[config.mk]
export PLATFORM = sky130hd
export DESIGN_NAME = dm_hart_ctrl
export DESIGN_NICKNAME = d
export VERILOG_FILES = /design/src/rtl/debug_pkg.sv /design/src/rtl/dm_abscmd_fsm.sv /design/src/rtl/dm_hart_ctrl.sv
export SDC_FILE = /design/constraint.sdc
export NUM_CORES = 1
export LEC_CHECK = 0
export CORE_AREA = 2 2 129 68
export DETAILED_ROUTE_END_ITERATION = 8
export DIE_AREA = 0 0 131 70
export DONT_BUFFER_PORTS = 1
export PLACE_DENSITY_LB_ADDON = 0.3
export SETUP_SLACK_MARGIN = 0.05
export SYNTH_ARGS = -nofsm -noshare
export SYNTH_HDL_FRONTEND = slang
export SYNTH_SLANG_ARGS = --single-unit
[constraint.sdc]
create_clock -name clk_i -period 2.25 [get_ports clk_i]
set_input_delay 0.45 -clock clk_i [delete_from_list [all_inputs] [get_ports clk_i]]
set_output_delay 0.45 -clock clk_i [all_outputs]
set_load 0.02 [all_outputs]
[src/rtl/debug_pkg.sv]
// Shared constants, enums and command decode for the hart debug controller.
// The abstractauto register only exists when DM_ABSTRACT_AUTOEXEC_EN is defined.
package debug_pkg;

    localparam logic [6:0] ADDR_DATA0        = 7'h04;
    localparam logic [6:0] ADDR_DMCONTROL    = 7'h10;
    localparam logic [6:0] ADDR_DMSTATUS     = 7'h11;
    localparam logic [6:0] ADDR_ABSTRACTCS   = 7'h16;
    localparam logic [6:0] ADDR_COMMAND      = 7'h17;
    localparam logic [6:0] ADDR_ABSTRACTAUTO = 7'h18;

    localparam int CMDTYPE_W = 8;
    localparam int AARSIZE_W = 3;
    localparam int REGNO_W   = 16;

    localparam logic [AARSIZE_W-1:0] AARSIZE_32 = 3'd2;

    typedef enum logic [2:0] {
        CMDERR_NONE       = 3'd0,
        CMDERR_BUSY       = 3'd1,
        CMDERR_NOTSUP     = 3'd2,
        CMDERR_HALTRESUME = 3'd4
    } cmderr_e;

    typedef enum logic [1:0] {R_IDLE, R_REQ, R_ACK} res_state_e;
    typedef enum logic [1:0] {A_IDLE, A_XFER, A_DONE} abs_state_e;

    typedef struct packed {
        logic [CMDTYPE_W-1:0] cmdtype;
        logic [AARSIZE_W-1:0] aarsize;
        logic                 transfer;
        logic                 write;
        logic [REGNO_W-1:0]   regno;
    } acc_cmd_t;

    function automatic acc_cmd_t decode_cmd(input logic [31:0] w);
        acc_cmd_t c;
        c.cmdtype  = w[31:24];
        c.aarsize  = w[22:20];
        c.transfer = w[17];
        c.write    = w[16];
        c.regno    = w[15:0];
        return c;
    endfunction

endpackage

[src/rtl/dm_abscmd_fsm.sv]
// Abstract command FSM with the data0 register and cmderr tracking.
// DM_ABSTRACT_AUTOEXEC_EN adds abstractauto.autoexecdata0 and command re-issue.
module dm_abscmd_fsm
    import debug_pkg::*;
(
    input  logic        clk_i,
    input  logic        reset_ni,
    input  logic        active_i,
    input  logic        core_halted_i,
    input  logic        data0_wr_i,
    input  logic        data0_rd_i,
    input  logic        acs_wr_i,
    input  logic        cmd_wr_i,
    input  logic        auto_wr_i,
    input  logic [31:0] wdata_i,
    input  logic [31:0] ar_di_i,
    output logic [31:0] data0_o,
    output logic [2:0]  cmderr_o,
    output logic        busy_o,
    output logic        autoexec_o,
    output logic        ar_en_o,
    output logic        ar_wr_o,
    output logic [15:0] ar_ad_o,
    output logic [31:0] ar_do_o
);

    // state  | meaning
    // A_IDLE | accepting commands
    // A_XFER | one-cycle register access on the ar_* port
    // A_DONE | completion cycle, still busy
    abs_state_e         state_q, state_d;
    logic [31:0]        data0_q, data0_d;
    cmderr_e            cmderr_q, cmderr_d;
    logic               wr_q, wr_d;
    logic [REGNO_W-1:0] regno_q, regno_d;
    logic               busy;
    logic               issue;
    logic [31:0]        issue_word;
    acc_cmd_t           cmd;

    assign busy = (state_q != A_IDLE);

`ifdef DM_ABSTRACT_AUTOEXEC_EN
    logic        auto_q;
    logic        auto_pend_q;
    logic [31:0] last_cmd_q;

    always_ff @(posedge clk_i or negedge reset_ni) begin
        if (!reset_ni) begin
            auto_q      <= 1'b0;
            auto_pend_q <= 1'b0;
            last_cmd_q  <= '0;
        end else if (!active_i) begin
            auto_q      <= 1'b0;
            auto_pend_q <= 1'b0;
            last_cmd_q  <= '0;
        end else begin
            if (auto_wr_i) auto_q <= wdata_i[0];
            auto_pend_q <= auto_q && (data0_wr_i || data0_rd_i) && !busy
                           && (cmderr_q == CMDERR_NONE);
            if (cmd_wr_i && !busy && (cmderr_q == CMDERR_NONE)) last_cmd_q <= wdata_i;
        end
    end

    assign autoexec_o = auto_q;

    always_comb begin
        issue      = 1'b0;
        issue_word = wdata_i;
        if (!busy && (cmderr_q == CMDERR_NONE)) begin
            if (cmd_wr_i) begin
                issue = 1'b1;
            end else if (auto_pend_q) begin
                issue      = 1'b1;
                issue_word = last_cmd_q;
            end
        end
    end
`else
    logic unused_auto;
    assign unused_auto = auto_wr_i;
    assign autoexec_o  = 1'b0;

    always_comb begin
        issue      = cmd_wr_i && !busy && (cmderr_q == CMDERR_NONE);
        issue_word = wdata_i;
    end
`endif

    always_comb begin
        state_d  = state_q;
        data0_d  = data0_q;
        cmderr_d = cmderr_q;
        wr_d     = wr_q;
        regno_d  = regno_q;
        cmd      = decode_cmd(issue_word);
        case (state_q)
            A_IDLE: begin
                if (data0_wr_i) data0_d = wdata_i;
                if (acs_wr_i) cmderr_d = cmderr_e'(cmderr_q & ~wdata_i[10:8]);
                if (issue) begin
                    if ((cmd.cmdtype != '0) || (cmd.aarsize != AARSIZE_32)) begin
                        cmderr_d = CMDERR_NOTSUP;
                    end else if (!core_halted_i) begin
                        cmderr_d = CMDERR_HALTRESUME;
                    end else if (!cmd.transfer) begin
                        state_d = A_DONE;
                    end else begin
                        state_d = A_XFER;
                        wr_d    = cmd.write;
                        regno_d = cmd.regno;
                    end
                end
            end
            A_XFER: begin
                if (!wr_q) data0_d = ar_di_i;
                state_d = A_DONE;
            end
            A_DONE:  state_d = A_IDLE;
            default: state_d = A_IDLE;
        endcase
        if (busy && (cmderr_q == CMDERR_NONE)
            && (data0_wr_i || data0_rd_i || acs_wr_i || cmd_wr_i)) begin
            cmderr_d = CMDERR_BUSY;
        end
        // Deactivating the DM drops any in-flight command and clears all state.
        if (!active_i) begin
            state_d  = A_IDLE;
            data0_d  = '0;
            cmderr_d = CMDERR_NONE;
            wr_d     = 1'b0;
            regno_d  = '0;
        end
    end

    always_ff @(posedge clk_i or negedge reset_ni) begin
        if (!reset_ni) begin
            state_q  <= A_IDLE;
            data0_q  <= '0;
            cmderr_q <= CMDERR_NONE;
            wr_q     <= 1'b0;
            regno_q  <= '0;
        end else begin
            state_q  <= state_d;
            data0_q  <= data0_d;
            cmderr_q <= cmderr_d;
            wr_q     <= wr_d;
            regno_q  <= regno_d;
        end
    end

    assign data0_o  = data0_q;
    assign cmderr_o = cmderr_q;
    assign busy_o   = busy;
    assign ar_en_o  = active_i && (state_q == A_XFER);
    assign ar_wr_o  = ar_en_o && wr_q;
    assign ar_ad_o  = ar_en_o ? regno_q : '0;
    assign ar_do_o  = active_i ? data0_q : '0;

endmodule

[src/rtl/dm_hart_ctrl.sv]
// Debug module hart controller: DMI register decode, halt/resume control.
// DM_ABSTRACT_AUTOEXEC_EN enables abstractauto (handled in dm_abscmd_fsm).
module dm_hart_ctrl
    import debug_pkg::*;
(
    input  logic        clk_i,
    input  logic        reset_ni,
    input  logic        dmi_en_i,
    input  logic        dmi_wr_i,
    input  logic [6:0]  dmi_addr_i,
    input  logic [31:0] dmi_wdata_i,
    output logic [31:0] dmi_rdata_o,
    output logic        dbg_haltreq_o,
    output logic        dbg_resumereq_o,
    input  logic        core_resumeack_i,
    input  logic        core_running_i,
    input  logic        core_halted_i,
    output logic        dbg_ar_en_o,
    output logic        dbg_ar_wr_o,
    output logic [15:0] dbg_ar_ad_o,
    output logic [31:0] dbg_ar_do_o,
    input  logic [31:0] dbg_ar_di_i
);

    // state  | meaning
    // R_IDLE | no resume in progress
    // R_REQ  | resumereq asserted, waiting for core ack
    // R_ACK  | ack seen, waiting for ack to drop
    res_state_e  rstate_q, rstate_d;
    logic        dmactive_q, dmactive_d;
    logic        haltreq_q, haltreq_d;
    logic        resumeack_q, resumeack_d;
    logic [31:0] rdata_q, rdata_d;

    logic        wr_en, rd_en, dmc_wr;
    logic [31:0] data0;
    logic [2:0]  cmderr;
    logic        busy, autoexec;
    logic [31:0] rmux;

    assign wr_en  = dmi_en_i && dmi_wr_i;
    assign rd_en  = dmi_en_i && !dmi_wr_i;
    assign dmc_wr = wr_en && (dmi_addr_i == ADDR_DMCONTROL);

    dm_abscmd_fsm u_abscmd (
        .clk_i         (clk_i),
        .reset_ni      (reset_ni),
        .active_i      (dmactive_q),
        .core_halted_i (core_halted_i),
        .data0_wr_i    (wr_en && (dmi_addr_i == ADDR_DATA0)),
        .data0_rd_i    (rd_en && (dmi_addr_i == ADDR_DATA0)),
        .acs_wr_i      (wr_en && (dmi_addr_i == ADDR_ABSTRACTCS)),
        .cmd_wr_i      (wr_en && (dmi_addr_i == ADDR_COMMAND)),
        .auto_wr_i     (wr_en && (dmi_addr_i == ADDR_ABSTRACTAUTO)),
        .wdata_i       (dmi_wdata_i),
        .ar_di_i       (dbg_ar_di_i),
        .data0_o       (data0),
        .cmderr_o      (cmderr),
        .busy_o        (busy),
        .autoexec_o    (autoexec),
        .ar_en_o       (dbg_ar_en_o),
        .ar_wr_o       (dbg_ar_wr_o),
        .ar_ad_o       (dbg_ar_ad_o),
        .ar_do_o       (dbg_ar_do_o)
    );

    always_comb begin
        rmux = '0;
        case (dmi_addr_i)
            ADDR_DATA0:        rmux = data0;
            ADDR_DMCONTROL:    rmux = {haltreq_q, 30'd0, dmactive_q};
            ADDR_DMSTATUS:     rmux = {14'd0, resumeack_q, resumeack_q, 4'd0,
                                       core_running_i, core_running_i,
                                       core_halted_i, core_halted_i, 1'b1, 3'd0, 4'd2};
            ADDR_ABSTRACTCS:   rmux = {19'd0, busy, 1'b0, cmderr, 4'd0, 4'd1};
            ADDR_ABSTRACTAUTO: rmux = {31'd0, autoexec};
            default:           rmux = '0;
        endcase
    end

    always_comb begin
        dmactive_d  = dmc_wr ? dmi_wdata_i[0] : dmactive_q;
        haltreq_d   = dmc_wr ? dmi_wdata_i[31] : haltreq_q;
        rstate_d    = rstate_q;
        resumeack_d = resumeack_q;
        rdata_d     = rd_en ? rmux : rdata_q;
        case (rstate_q)
            R_IDLE: begin
                if (dmc_wr && dmi_wdata_i[30] && !dmi_wdata_i[31] && core_halted_i) begin
                    rstate_d    = R_REQ;
                    resumeack_d = 1'b0;
                end
            end
            R_REQ: begin
                if (core_resumeack_i) begin
                    rstate_d    = R_ACK;
                    resumeack_d = 1'b1;
                end
            end
            R_ACK:   if (!core_resumeack_i) rstate_d = R_IDLE;
            default: rstate_d = R_IDLE;
        endcase
        // Using the new dmactive lets one write set dmactive and haltreq together.
        if (!dmactive_d) begin
            haltreq_d   = 1'b0;
            rstate_d    = R_IDLE;
            resumeack_d = 1'b0;
        end
    end

    always_ff @(posedge clk_i or negedge reset_ni) begin
        if (!reset_ni) begin
            dmactive_q  <= 1'b0;
            haltreq_q   <= 1'b0;
            rstate_q    <= R_IDLE;
            resumeack_q <= 1'b0;
            rdata_q     <= '0;
        end else begin
            dmactive_q  <= dmactive_d;
            haltreq_q   <= haltreq_d;
            rstate_q    <= rstate_d;
            resumeack_q <= resumeack_d;
            rdata_q     <= rdata_d;
        end
    end

    assign dmi_rdata_o     = rdata_q;
    assign dbg_haltreq_o   = haltreq_q && dmactive_q;
    assign dbg_resumereq_o = dmactive_q && (rstate_q == R_REQ);

endmodule

==> flow_summary.json <==
{
  "status": "complete, but fails checks",
  "violations": "negative hold slack",
  "fp-row-count": 24,
  "fillers": 652,
  "die_h_um": 70,
  "core_area_sq_um": 8260,
  "post-dp-hpwl_mm": 9.30,
  "drtIter0Drc": 341,
  "drtAntennaViolNets": 0,
  "setup-violations-final": 0,
  "dpl_cell_area_sq_um": 4890,
  "p_total_uw": 3200,
  "root_buffer": "clkbuf_16",
  "fin_nets": 552,
  "cellPowerDensity_nw_per_um2": 620,
  "synth_edf_count": 0,
  "rsz0062_at_grt": "false",
  "power_frac_seq": 0.513,
  "portBuffers": 0,
  "cts_resized": 0,
  "grt_pass1_wl_mm": 20.0,
  "ios": 162,
  "path_class": "flop to flop",
  "ys_warn_count": 0,
  "wire_per_inst_um": 21.8,
  "cp.arrival_ns": 2.39,
  "timing.rr.start": "u_abscmd.cmderr_o[1]",
  "drc": 0,
  "clkLatencyLatePin_ns": 0.34,
  "ys_seq_area_frac": 0.483,
  "grt-ovfl-total": 0,
  "clockBufferDepth": 2,
  "max-slew-margin-rel": 0.589,
  "antenna_cells": 0,
  "place.gp.congestion": 0.965,
  "layout-drive-gt1-share": 0.163,
  "synth_area_leaders": "dfrtp_1 (48%), mux2_2 (7.6%), a22o_1 (6.3%)",
  "combPwrFrac": 0.037,
  "ys_async_sr_fraction": 1.00,
  "fmax_ghz": 0.474,
  "dieArea_sq_um": 9170,
  "power.internal_uw": 2540,
  "via_per_inst": 6.25,
  "r2r_cells": 4,
  "netlist_area_sq_um": 4720,
  "regToRegEndpoint": "u_abscmd.state_q[1]",
  "antenna_found_initial": 0,
  "fp.dieW_um": 131,
  "p_sw_uw": 665,
  "peakVddDrop_mv": 0.351,
  "r2r_setup_slack_ns": 0.14,
  "cp_data_required_time_ns": 2.53,
  "worst_slew_pin_slew_ns": 0.609,
  "synth_nets": 562,
  "grt_pass1_vias": 3561,
  "end_kind": "flop",
  "worstPathMaxFanout": 19,
  "postCtsSetupRepairBufs": 0,
  "leakagePower_uw": 0.00223,
  "post-route-util": 0.626,
  "sw_frac_of_total": 0.208,
  "yosysTopAreaCell": "dfrtp_1",
  "dr.pass1.iters": 4,
  "clkPwrFrac": 0.450,
  "yosys.cell_count.top_type": "dfrtp_1",
  "initial_core_util": 0.571,
  "path_clk_slew_ns": 0.06,
  "startpoint_type": "flop",
  "ys.flop_type": "dfrtp_1",
  "post-route-period-util": 0.938,
  "grt_util_all_layers": 0.287,
  "crit_end": "u_abscmd.state_q[1]",
  "clock_skew_ns": 0.00510,
  "yosys.area.top_type_share": 0.483,
  "wirelength_mm": 13.0,
  "synth.avg_cell_area_sq_um": 9.74,
  "holdWs_ns": -0.191,
  "cts_sinks": 91,
  "htreeDepth": 3,
  "synthCells": 484,
  "grt_max_degree": 92,
  "cts_made_buffers": 9,
  "totalNegativeSetupSlack_ns": 0,
  "ys_types": 46,
  "period_minus_slack_ns": 2.11,
  "syn_to_final_growth_pct": 9.60,
  "hold_violations": 91,
  "hp-class": "input port to async pin",
  "cap_violations": 0,
  "cts_tree": "yes",
  "critPathLaunch": "u_abscmd.cmderr_o[1]",
  "design_area_sq_um": 5170,
  "drv_slew": 0,
  "ys_ff_latch": 91,
  "yosys-top-cells-count": "dfrtp_1 (91), nand2_1 (72), o21ai_0 (52), and2_1 (35), a22o_1 (34)",
  "dr_total_vias": 3720
}
-- power by group through the flow --
stage	logic [uW]	clock network [uW]	registers (uW)
CTS	118	1480	1640
global route	128	1540	1640
floorplan	89.8	0	1670
finish	119	1440	1640
global placement	115	0	1670
detailed placement	117	0	1670
-- kinds of logic (layout without fill, tap and decap cells) --
logic type	count (synthesis)	in the layout	synth area share
simple gates	185	185	0.208
compound gates	128	128	0.185
flops	91	91	0.483
buf+inv	45	39	0.0409
mux	34	34	0.0807
xor+xnor	1	1	0.00186
-- through the flow --
step                setup WS, ns  std cells
finish                     0.140        595
global route              0.0538        595
CTS                        0.161        595
detailed placement        0.0512        580
global placement          0.0789        580
floorplan                  0.126        484
-- per-layer routing --
layer  vias to the layer above  track usage  part of all wire
li1                       1718            -                 -
met1                      1830        0.430              0.45
met2                       165        0.404              0.44
met3                         7        0.104              0.11
met4                         0       0.0473            0.0032
met5                         -            0                 0
-- placed cells by master, fill, tap and decap left out, types with 3 or more instances in the layout --
master / netlist / final
a21boi_0: 17 / 17
a21oi_1: 5 / 5
a22o_1: 34 / 34
a22oi_1: 5 / 5
and2_1: 35 / 35
and3_1: 20 / 20
buf_4: 0 / 17
clkbuf_1: 33 / 3
clkbuf_16: 0 / 9
dfrtp_1: 91 / 90
inv_1: 5 / 5
mux2_2: 32 / 32
nand2_1: 72 / 72
nand3_1: 20 / 20
nand4_1: 3 / 3
nor2_1: 6 / 6
nor3_1: 3 / 3
nor3b_1: 4 / 4
o21ai_0: 52 / 52
o2bb2ai_1: 4 / 4
-- worst max-delay path, stage by stage (launching register included) --
cell     delay, ns
dfrtp_1       0.40
or3_2         0.53
or4_4         0.67
nor4b_2       0.29
o211a_1       0.16
-- how the worst min path moves through the flow --
stage               startpoint             endpoint  slack (ns)  cells past startpoint
floorplan             reset_ni           dmactive_q        0.15                      0
global placement      reset_ni      dmi_rdata_o[19]        0.16                      0
detailed placement    reset_ni      dmi_rdata_o[19]        0.16                      0
CTS                   reset_ni  u_abscmd.data0_o[5]       -0.20                      0
global route          reset_ni      dmi_rdata_o[19]       -0.21                      0
finish                reset_ni      dmi_rdata_o[19]       -0.19                      0
-- flip-flops by register name, summed over array words and instances (netlist names) --
name / count
u_abscmd.state_q: 2
dmactive_q: 1
dmi_rdata_o: 32
rstate_q: 2
resumeack_q: 1
u_abscmd.wr_q: 1
u_abscmd.regno_q: 16
u_abscmd.data0_o: 32
haltreq_q: 1
u_abscmd.cmderr_o: 3
-- area by class of cell --
cell class | instances | area, sq um | area share
timing repair buffer | 19 | 168 | 0.0324
clock inverter | 3 | 40.0 | 0.00775
multi-input combinational | 348 | 2280 | 0.441
inverter | 5 | 18.8 | 0.00363
tap | 117 | 146 | 0.0283
clock buffer | 12 | 236 | 0.0458
sequential | 91 | 2280 | 0.441
Note: power is estimated with default switching activity, not from simulation.
